File: src/rtl/stopwatch_controller.sv
// Stopwatch timing/control core: 100 Hz prescaler, mm:ss.hh counter chain, run/lap/stop FSM.
// Optional STOPWATCH_WRAP_EN: wrap at 99:59.99 with a one-cycle overflow pulse instead of saturate+stop.
module stopwatch_controller #(
  parameter int unsigned TICK_DIV = 500000
) (
  input  logic       clk,
  input  logic       reset,
  input  logic       start_stop,
  input  logic       lap,
  input  logic       clear,
  output logic [6:0] mins_out,
  output logic [5:0] secs_out,
  output logic [6:0] decs_out,
  output logic       running,
  output logic       lap_active,
  output logic       overflow
);

  typedef enum logic [1:0] {S_IDLE, S_RUN, S_LAP, S_STOP} state_t;

  localparam logic [23:0] DIV_M1 = 24'(TICK_DIV - 1);

  state_t      r_state, w_next;
  logic [23:0] r_presc;
  logic [6:0]  r_decs, r_mins;
  logic [5:0]  r_secs;
  logic [6:0]  r_disp_decs, r_disp_mins;
  logic [5:0]  r_disp_secs;
  logic        r_running, r_lap_active, r_ovf;
  logic        w_active, w_tick, w_at_max, w_wrap, w_zero, w_inc, w_hold_disp, w_resume_ok;

  assign w_active    = (r_state == S_RUN) || (r_state == S_LAP);
  assign w_tick      = w_active && (r_presc == DIV_M1);
  assign w_at_max    = (r_decs == 7'd99) && (r_secs == 6'd59) && (r_mins == 7'd99);
  assign w_wrap      = w_tick && w_at_max;
  assign w_hold_disp = (r_state == S_LAP) && (w_next == S_LAP);

`ifdef STOPWATCH_WRAP_EN
  assign w_inc       = w_tick;
  assign w_resume_ok = 1'b1;
`else
  // Saturating build: the final tick is swallowed and resume is locked out until clear.
  assign w_inc       = w_tick && !w_at_max;
  assign w_resume_ok = !r_ovf;
`endif

  always_comb begin
    w_next = r_state;
    w_zero = 1'b0;
    if (clear) begin
      w_next = S_IDLE;
      w_zero = 1'b1;
    end else begin
      case (r_state)
        S_IDLE: if (start_stop) w_next = S_RUN;
        S_RUN: begin
          if (start_stop) w_next = S_STOP;
          else if (lap)   w_next = S_LAP;
        end
        S_LAP: begin
          if (start_stop) w_next = S_STOP;
          else if (lap)   w_next = S_RUN;
        end
        S_STOP: begin
          if (start_stop) begin
            if (w_resume_ok) w_next = S_RUN;
          end else if (lap) begin
            w_next = S_IDLE;
            w_zero = 1'b1;
          end
        end
        default: w_next = S_IDLE;
      endcase
`ifndef STOPWATCH_WRAP_EN
      if (w_wrap) w_next = S_STOP;
`endif
    end
  end

  always_ff @(posedge clk) begin
    if (reset) begin
      r_state      <= S_IDLE;
      r_running    <= 1'b0;
      r_lap_active <= 1'b0;
    end else begin
      r_state      <= w_next;
      r_running    <= (w_next == S_RUN) || (w_next == S_LAP);
      r_lap_active <= (w_next == S_LAP);
    end
  end

  // Prescaler freezes outside RUN/LAP so a resume keeps the partial hundredth.
  always_ff @(posedge clk) begin
    if (reset || w_zero)  r_presc <= '0;
    else if (w_tick)      r_presc <= '0;
    else if (w_active)    r_presc <= r_presc + 24'd1;
  end

  always_ff @(posedge clk) begin
    if (reset || w_zero) begin
      r_decs <= '0;
      r_secs <= '0;
      r_mins <= '0;
    end else if (w_inc) begin
      if (r_decs == 7'd99) begin
        r_decs <= '0;
        if (r_secs == 6'd59) begin
          r_secs <= '0;
          r_mins <= (r_mins == 7'd99) ? 7'd0 : r_mins + 7'd1;
        end else begin
          r_secs <= r_secs + 6'd1;
        end
      end else begin
        r_decs <= r_decs + 7'd1;
      end
    end
  end

  always_ff @(posedge clk) begin
    if (reset || w_zero) begin
      r_disp_decs <= '0;
      r_disp_secs <= '0;
      r_disp_mins <= '0;
    end else if (!w_hold_disp) begin
      r_disp_decs <= r_decs;
      r_disp_secs <= r_secs;
      r_disp_mins <= r_mins;
    end
  end

`ifdef STOPWATCH_WRAP_EN
  // Two stages so the pulse lines up with the wrapped value reaching the display.
  logic r_wrap_d;
  always_ff @(posedge clk) begin
    if (reset) begin
      r_wrap_d <= 1'b0;
      r_ovf    <= 1'b0;
    end else begin
      r_wrap_d <= w_wrap && !clear;
      r_ovf    <= r_wrap_d && !clear;
    end
  end
`else
  always_ff @(posedge clk) begin
    if (reset || clear) r_ovf <= 1'b0;
    else if (w_wrap)    r_ovf <= 1'b1;
  end
`endif

  assign mins_out   = r_disp_mins;
  assign secs_out   = r_disp_secs;
  assign decs_out   = r_disp_decs;
  assign running    = r_running;
  assign lap_active = r_lap_active;
  assign overflow   = r_ovf;

endmodule
File: config.mk
export PLATFORM = sky130hd
export DESIGN_NAME = stopwatch_controller
export DESIGN_NICKNAME = d
export VERILOG_FILES = /design/src/rtl/stopwatch_controller.sv
export SDC_FILE = /design/constraint.sdc
export NUM_CORES = 1
export LEC_CHECK = 0
export CAP_MARGIN = 20
export CORE_MARGIN = 1.5
export CORE_UTILIZATION = 55
export CTS_CLUSTER_SIZE = 30
export DETAILED_ROUTE_END_ITERATION = 10
export HOLD_SLACK_MARGIN = 0.06
export PLACE_DENSITY = 0.77
export SLEW_MARGIN = 25
export SYNTH_ARGS = -nofsm -noshare
export SYNTH_HDL_FRONTEND = slang
export SYNTH_SLANG_ARGS = --single-unit
File: constraint.sdc
create_clock -name clk -period 3.6 [get_ports clk]
set_input_delay 0.72 -clock clk [delete_from_list [all_inputs] [get_ports clk]]
set_output_delay 0.72 -clock clk [all_outputs]
set_load 0.02 [all_outputs]
==> reports/results.txt, run 1 <==
Outcome -> completed
Average size of a mapped cell -> 8.28 µm²
Net count, final -> 427
Grt ovf -> 0
Area growth from synthesis to layout -> 17.2%
Unrepaired setup endpoints after global routing -> false
Data required time of the worst path -> 3.80 ns
Post-synth EDFFs -> 0
Category of the worst setup path launch point -> flop
Internal power summed over all cells -> 1.11 mW
DR vias/cell -> 5.58
Post-Place Worst Slack -> 0.640 ns
Worst min-delay path category -> reg2reg
Resized cells post-CTS -> 0
Number of antenna violations at the first check in global routing -> 0
Top FF cell, synth -> dfxtp_1
Switch share -> 22.1%
Synth async-reset ratio -> 0%
Min Clock Period, post-route -> 2.94 ns
Fraction of power consumed by combinational cells -> 2.5%
Antenna Diode Count -> 0
Worst clock skew -> 0.0106 ns
Post-synthesis cell area -> 3170 µm²
Classification of the worst setup path -> reg2reg
Initial core utilization -> 57.2%
Pin slew with the least headroom to its limit -> 0.738 ns
Share of power burned in the clock network -> 43.9%
Top-level I/O count -> 28
Overall power of the completed layout -> 1.43 mW
Clock insertion delay at the later pin of the skew report -> 0.33 ns
Slew headroom -> 50.7%
Sum of negative setup slack -> 0 ns
CP Capture Type -> flop
Setup violators final -> 0
Number of sinks driven by the clock tree -> 69
Hold_ws -> 0.449 ns
Overall die height -> 78.9 µm
Total iterations of the first detailed-routing run -> 4
Share of power burned in registers -> 53.6%
Maximum fanout count along the critical path -> 20
Violation count after the first detailed-routing iteration -> 128
Count of vias placed by the detailed router -> 2733
Wire length of the first global-routing pass -> 11.2 mm
Worst Slack Setup Final -> 0.663 ns
Drt drc -> 0
Final estimated routing congestion in global placement -> 0.923
Number of routed nets with antenna violations -> 0
Total of max-cap violations -> 0
Fraction of the cycle the final worst path needs -> 81.6%
Global-route usage over all layers -> 22.6%
Core region area -> 5540 µm²
Most frequent cells in the layout -> 69 x dfxtp_1, 65 x nand2_1, 40 x nor2_1
Largest vdd supply drop -> 0.237 mV
Max Root-Sink Buffers -> 2
Total instance count after detailed placement -> 474
Die Outline Area -> 6230 µm²
Number of global-route vias before repair -> 2429
Portion of the post-synthesis area used by sequential elements -> 43.6%
Post-synthesis instance total -> 383
Yosys reg bits -> 69
Wire length per cell after detailed routing -> 13.1 µm
Buffer count from post-CTS setup fixing -> 0
Post-Syn Nets -> 397
CTS tree -> yes
Number of buffers added to fix hold violations after cts -> 0
Static leakage -> 1.20 nW
Largest net degree at the start of global routing -> 37
Fill cells -> 461
DRT Wirelength -> 6.42 mm
Layout cells sized above 1 -> 5.98%
Commonest non-fill, non-tap cell in the layout -> dfxtp_1
Fin. max-slew vios -> 0
Worst EP arrival -> 3.14 ns
Die X-Extent -> 78.9 µm
Achievable clock frequency -> 341 MHz
Number of levels the H-tree was split into -> 3
Number of warnings printed during yosys synthesis -> 0
Power density over the cells -> 385 nW/µm²
Number of standard-cell rows in the floorplan -> 27
Cell variety after synth -> 41
Post-layout instance count excluding filler cells -> 490
Port Buffer Count -> 27
HPWL Detailed -> 4.56 mm
CTS clk-pin slew, worst paths -> 0.08 ns
Final hold violation count -> 0
Net Switching -> 0.315 mW
CTS Root Cell -> clkbuf_8
Number of buffers created by CTS -> 9
[synth_stat cells, types with 4 or more instances]
cell / n / area share, %
nand4_1: 12 / 2.4
or4_1: 4 / 0.95
xnor2_1: 13 / 3.6
nor4_1: 5 / 0.99
nand2_1: 65 / 7.7
mux2i_1: 6 / 1.9
nor4b_1: 4 / 1.1
nor2_1: 40 / 4.7
nor3_1: 10 / 1.6
clkbuf_1: 10 / 1.2
a21oi_1: 37 / 5.8
xor2_1: 10 / 2.8
or3_1: 11 / 2.2
and3_1: 5 / 0.99
dfxtp_1: 69 / 44
o21ai_0: 11 / 1.7
ha_1: 9 / 3.6
nand3_1: 14 / 2.2
inv_1: 8 / 0.95
and2_1: 5 / 0.99
nor2b_1: 4 / 0.79
and4_1: 6 / 1.7
[cells by family after synthesis]
family                   count (synthesis)  share of synthesized area, %
AO/OA/AOI/OAI                           63                          11.4
AND/OR/NAND/NOR                        194                          30.9
XOR/XNOR                                23                          6.35
buffers and inverters                   19                          2.25
multiplexers                             6                          1.89
adder cells (fa/ha/maj)                  9                          3.55
flip-flops                              69                          43.6
[critical path, cell delays in order, from the launching register on]
cell and delay (ns):
dfxtp_1 0.44, or4b_4 0.51, or4b_4 0.55, o31a_1 0.32, or2_2 0.28, ha_1 0.22
and2_1 0.15, buf_4 0.19, nand2_1 0.08, a21oi_1 0.06
[power by group through the flow]
stage | Clock [mW] | Combinational (mW) | Sequential (mW)
final | 0.628 | 0.0363 | 0.766
after global routing | 0.671 | 0.0403 | 0.766
after CTS | 0.637 | 0.0367 | 0.766
after detailed placement | 0 | 0.0363 | 0.783
after global placement | 0 | 0.0359 | 0.783
after floorplan | 0 | 0.0220 | 0.784
[layer usage]
layer  vias to the layer above  global-route usage (%)  share of wire, %
met2                        48                    36.5                47
li1                       1408                       -                 -
met4                         0                    8.60               1.4
met1                      1268                    30.0                49
met3                         9                    4.14               3.2
met5                         -                       0                 0
[final cells by class]
class | instances | area (µm²) | area share (%)
multi-input combinational | 295 | 1720 | 46.3
sequential | 69 | 1380 | 37.2
timing repair buffer | 30 | 293 | 7.88
clock buffer | 10 | 138 | 3.70
tap | 72 | 90.1 | 2.42
clock inverter | 6 | 62.6 | 1.68
inverter | 8 | 30.0 | 0.808
[registers in the layout, indices dropped and copies added (netlist names)]
signal and count:
r_mins 7, r_state 2, mins_out 7, r_presc 24
secs_out 6, decs_out 7, overflow 1, r_decs 7
lap_active 1, running 1, r_secs 6
[metrics by stage]
step	area [µm²]	utilization, %
CTS	3720	67.1
floorplan	3170	-
finish	3720	67.1
detailed placement	3520	63.5
global placement	3520	63.5
global route	3720	67.1
[final timing paths]
path                             from  depth (start not counted)  slack (ns)                  endpoint
max reg2reg    r_mins[5]$_SDFFE_PP0P_                          9        0.66  mins_out[4]$_SDFFE_PP0N_
min          secs_out[2]$_SDFFE_PP0N_                          2        0.45  secs_out[2]$_SDFFE_PP0N_
min reg2reg  secs_out[2]$_SDFFE_PP0N_                          2        0.45  secs_out[2]$_SDFFE_PP0N_
max            r_mins[5]$_SDFFE_PP0P_                          9        0.66  mins_out[4]$_SDFFE_PP0N_
Note: power is estimated with default switching activity, not from simulation.
==> run 2: changes to the inputs <==
--- a/config.mk
+++ b/config.mk
@@ -7,11 +7,11 @@
 export LEC_CHECK = 0
 export CAP_MARGIN = 20
 export CORE_MARGIN = 1.5
-export CORE_UTILIZATION = 55
+export CORE_UTILIZATION = 51
 export CTS_CLUSTER_SIZE = 30
 export DETAILED_ROUTE_END_ITERATION = 10
 export HOLD_SLACK_MARGIN = 0.06
-export PLACE_DENSITY = 0.77
+export PLACE_DENSITY = 0.75
 export SLEW_MARGIN = 25
 export SYNTH_ARGS = -nofsm -noshare
 export SYNTH_HDL_FRONTEND = slang
==> constraint.sdc (replaced) <==
create_clock -name clk -period 2.7 [get_ports clk]
set_input_delay 0.54 -clock clk [delete_from_list [all_inputs] [get_ports clk]]
set_output_delay 0.54 -clock clk [all_outputs]
set_load 0.02 [all_outputs]
==> run 2 against run 1 <==
Wire length rose by 9.4%. The run now ends with negative setup slack left. Maximum frequency rose by 8.6%. Critical path depth did not move. Critical endpoint is now mins_out[2]$_SDFFE_PP0N_.
==> reports/results.txt, run 2 (same netlist as run 1, synthesis figures left out) <==
HPWL Detailed -> 4.65 mm (+1.9%)
Area of combinational cells with multiple inputs -> 1800 µm² (+4.5%)
Largest vdd supply drop -> 0.286 mV (+21%)
Flip-flop count of the largest register after layout -> 24 (unchanged)
Top-level I/O count -> 28 (unchanged)
Grt ovf -> 0 (unchanged)
Overall die height -> 81.8 µm (+3.7%)
Wire length per cell after detailed routing -> 13.7 µm (+4.7%)
Core region area -> 5960 µm² (+7.5%)
DR vias/cell -> 5.60 (+0.43%)
Die X-Extent -> 81.8 µm (+3.7%)
Worst min-delay path category -> reg2reg
Number of standard-cell rows in the floorplan -> 28 (+3.7%)
Met1 wire length -> 3.20 mm (+2.2%)
Highest metal layer with signal wires -> met4
Achievable clock frequency -> 370 MHz (+8.6%)
Reg-to-Reg End -> mins_out[2]$_SDFFE_PP0N_
Setup violators final -> 1 (+1)
Final estimated routing congestion in global placement -> 0.788 (-15%)
Maximum fanout count along the critical path -> 5 (-75%)
Fin. max-slew vios -> 0 (unchanged)
Clock insertion delay at the later pin of the skew report -> 0.35 ns (+0.02 ns)
Number of antenna violations at the first check in global routing -> 0 (unchanged)
Data required time of the worst path -> 2.98 ns (-0.82 ns)
Area growth from synthesis to layout -> 25.7%
Final hold violation count -> 0 (unchanged)
Slew headroom -> 66.5% (+16 points)
Number of global-route vias before repair -> 2529 (+4.1%)
Cells along the critical path -> or4b_4 > or4b_4 > o31a_1 > or2_4 > ha_4 > nand2_8 > clkbuf_16 > nand2_1 > a21oi_1
Wire length of the first global-routing pass -> 11.7 mm (+4.9%)
Fill cells -> 490 (+6.3%)
DRT Wirelength -> 7.02 mm (+9.4%)
Die Outline Area -> 6700 µm² (+7.5%)
R2r worst-path depth -> 9 (unchanged)
CTS clk-pin slew, worst paths -> 0.08 ns (about the same)
Peak per-stage delay on the critical path -> 0.57 ns (+0.02 ns)
Worst EP arrival -> 2.98 ns (-0.16 ns)
Number of buffers created by CTS -> 9 (unchanged)
Slowest cell on the critical path -> or4b_4
Net count, final -> 446 (+4.4%)
Post-Place Worst Slack -> -0.0113 ns (-0.651 ns)
Total met3 wirelength after detailed routing -> 294 µm (+43%)
Reg2reg start -> r_mins[2]$_SDFFE_PP0P_
Register ranked first by flip-flop count -> r_presc
Unrepaired setup endpoints after global routing -> true
Number of sinks driven by the clock tree -> 69 (unchanged)
Count of vias placed by the detailed router -> 2868 (+4.9%)
Met2 WL -> 3.42 mm (+14%)
Max Root-Sink Buffers -> 2 (unchanged)
Classification of the worst setup path -> reg2reg
R2r setup slk -> -0.005 ns (-0.67 ns)
Static leakage -> 1.33 nW (+10%)
Power density over the cells -> 481 nW/µm² (+25%)
Pin slew with the least headroom to its limit -> 0.496 ns (-0.242 ns)
Port Buffer Count -> 27 (unchanged)
Worst Slack Setup Final -> -0.00484 ns (-0.668 ns)
Total of max-cap violations -> 0 (unchanged)
CTS Root Cell -> clkbuf_8
Most frequent cells in the layout -> 67 x dfxtp_1, 64 x nand2_1, 40 x nor2_1
Hold path depth -> 2 (unchanged)
Initial core utilization -> 53.2% (-4.0 points)
Largest net degree at the start of global routing -> 36 (-2.7%)
Commonest non-fill, non-tap cell in the layout -> dfxtp_1
Category of the worst setup path launch point -> flop
Global-route usage over all layers -> 22.8% (+0.28 points)
Min Clock Period, post-route -> 2.70 ns (-0.232 ns)
Number of buffers added to fix hold violations after cts -> 0 (unchanged)
Drt drc -> 0 (unchanged)
Worst clock skew -> 0.0131 ns (+0.00251 ns)
Endpoint of the worst hold-timing path -> decs_out[6]$_SDFFE_PP0N_
Total iterations of the first detailed-routing run -> 5 (+1)
Number of levels the H-tree was split into -> 3 (unchanged)
CP Capture Type -> flop
Layout cells sized above 1 -> 12.8% (+6.8 points)
Overall power of the completed layout -> 1.92 mW (+34%)
Number of routed nets with antenna violations -> 0 (unchanged)
Crit path top cell by count -> or4b_4
Hold_ws -> 0.457 ns (+0.00762 ns)
Worst Min Path Start -> decs_out[6]$_SDFFE_PP0N_
Violation count after the first detailed-routing iteration -> 197 (+54%)
Sequential cell area -> 1380 µm² (+0.18%)
Fraction of the cycle the final worst path needs -> 100% (+19 points)
Antenna Diode Count -> 0 (unchanged)
Start point of the critical path -> r_mins[2]$_SDFFE_PP0P_
Outcome -> finished, violations left
Violated checks -> negative setup slack
CTS tree -> yes
[run 2: what timing repair did]
action                     CTS  global route
buffers inserted             0             1
pin swaps                    3             8
gates cloned                 2             1
resized for setup            7            10
setup endpoints to repair   12            14
[run 2: how the worst max path moves through the flow]
stage                               end  slack, ns
3_5_place_dp   decs_out[5]$_SDFFE_PP0N_      -0.01
2_1_floorplan  secs_out[0]$_SDFFE_PP0N_       0.02
5_1_grt        secs_out[2]$_SDFFE_PP0N_      -0.07
3_3_place_gp   decs_out[3]$_SDFFE_PP0N_       0.05
6_report       mins_out[2]$_SDFFE_PP0N_     -0.005
4_1_cts        mins_out[3]$_SDFFE_PP0N_       0.02
[run 2: power breakdown]
group / internal, mW / leakage (nW) / switching [mW]
Combinational: 0.0241 / 0.678 / 0.0339
Clock: 0.429 / 0.0918 / 0.410
Sequential: 1.02 / 0.557 / 0.00153
[run 2: cell type report]
class / count / share of cell area [%]
clock inverters: 7 / 1.88
multi-input cells: 296 / 45.2
well taps: 75 / 2.36
clock buffers: 9 / 3.11
flip-flops and latches: 69 / 34.7
repair buffers: 48 / 12.0
inverters: 8 / 0.754
[run 2: stage by stage]
step                std cells  instance area [µm²]  setup TNS, ns  util [%]
floorplan                 383                 3200              0         -
global placement          492                 3650              0      61.3
detailed placement        492                 3650        -0.0133      61.3
CTS                       510                 3930              0      65.9
global route              512                 3980         -0.867      66.9
finish                    512                 3980       -0.00484      66.9
[run 2: worst max-delay path, delay by kind of cell, from the launching register on]
| kind | cells | cell delay, ns |
|---|---|---|
| flip-flops | 1 | 0.31 |
| buffers and inverters | 1 | 0.14 |
| adder cells (fa/ha/maj) | 1 | 0.19 |
| AO/OA/AOI/OAI | 2 | 0.46 |
| AND/OR/NAND/NOR | 5 | 1.52 |
[run 2: per-layer routing]
| metal | GRT usage (%) | vias to the layer above |
|---|---|---|
| li1 | - | 1445 |
| met1 | 28.8 | 1352 |
| met2 | 38.4 | 61 |
| met3 | 3.67 | 10 |
| met4 | 10.0 | 0 |
| met5 | 0 | - |
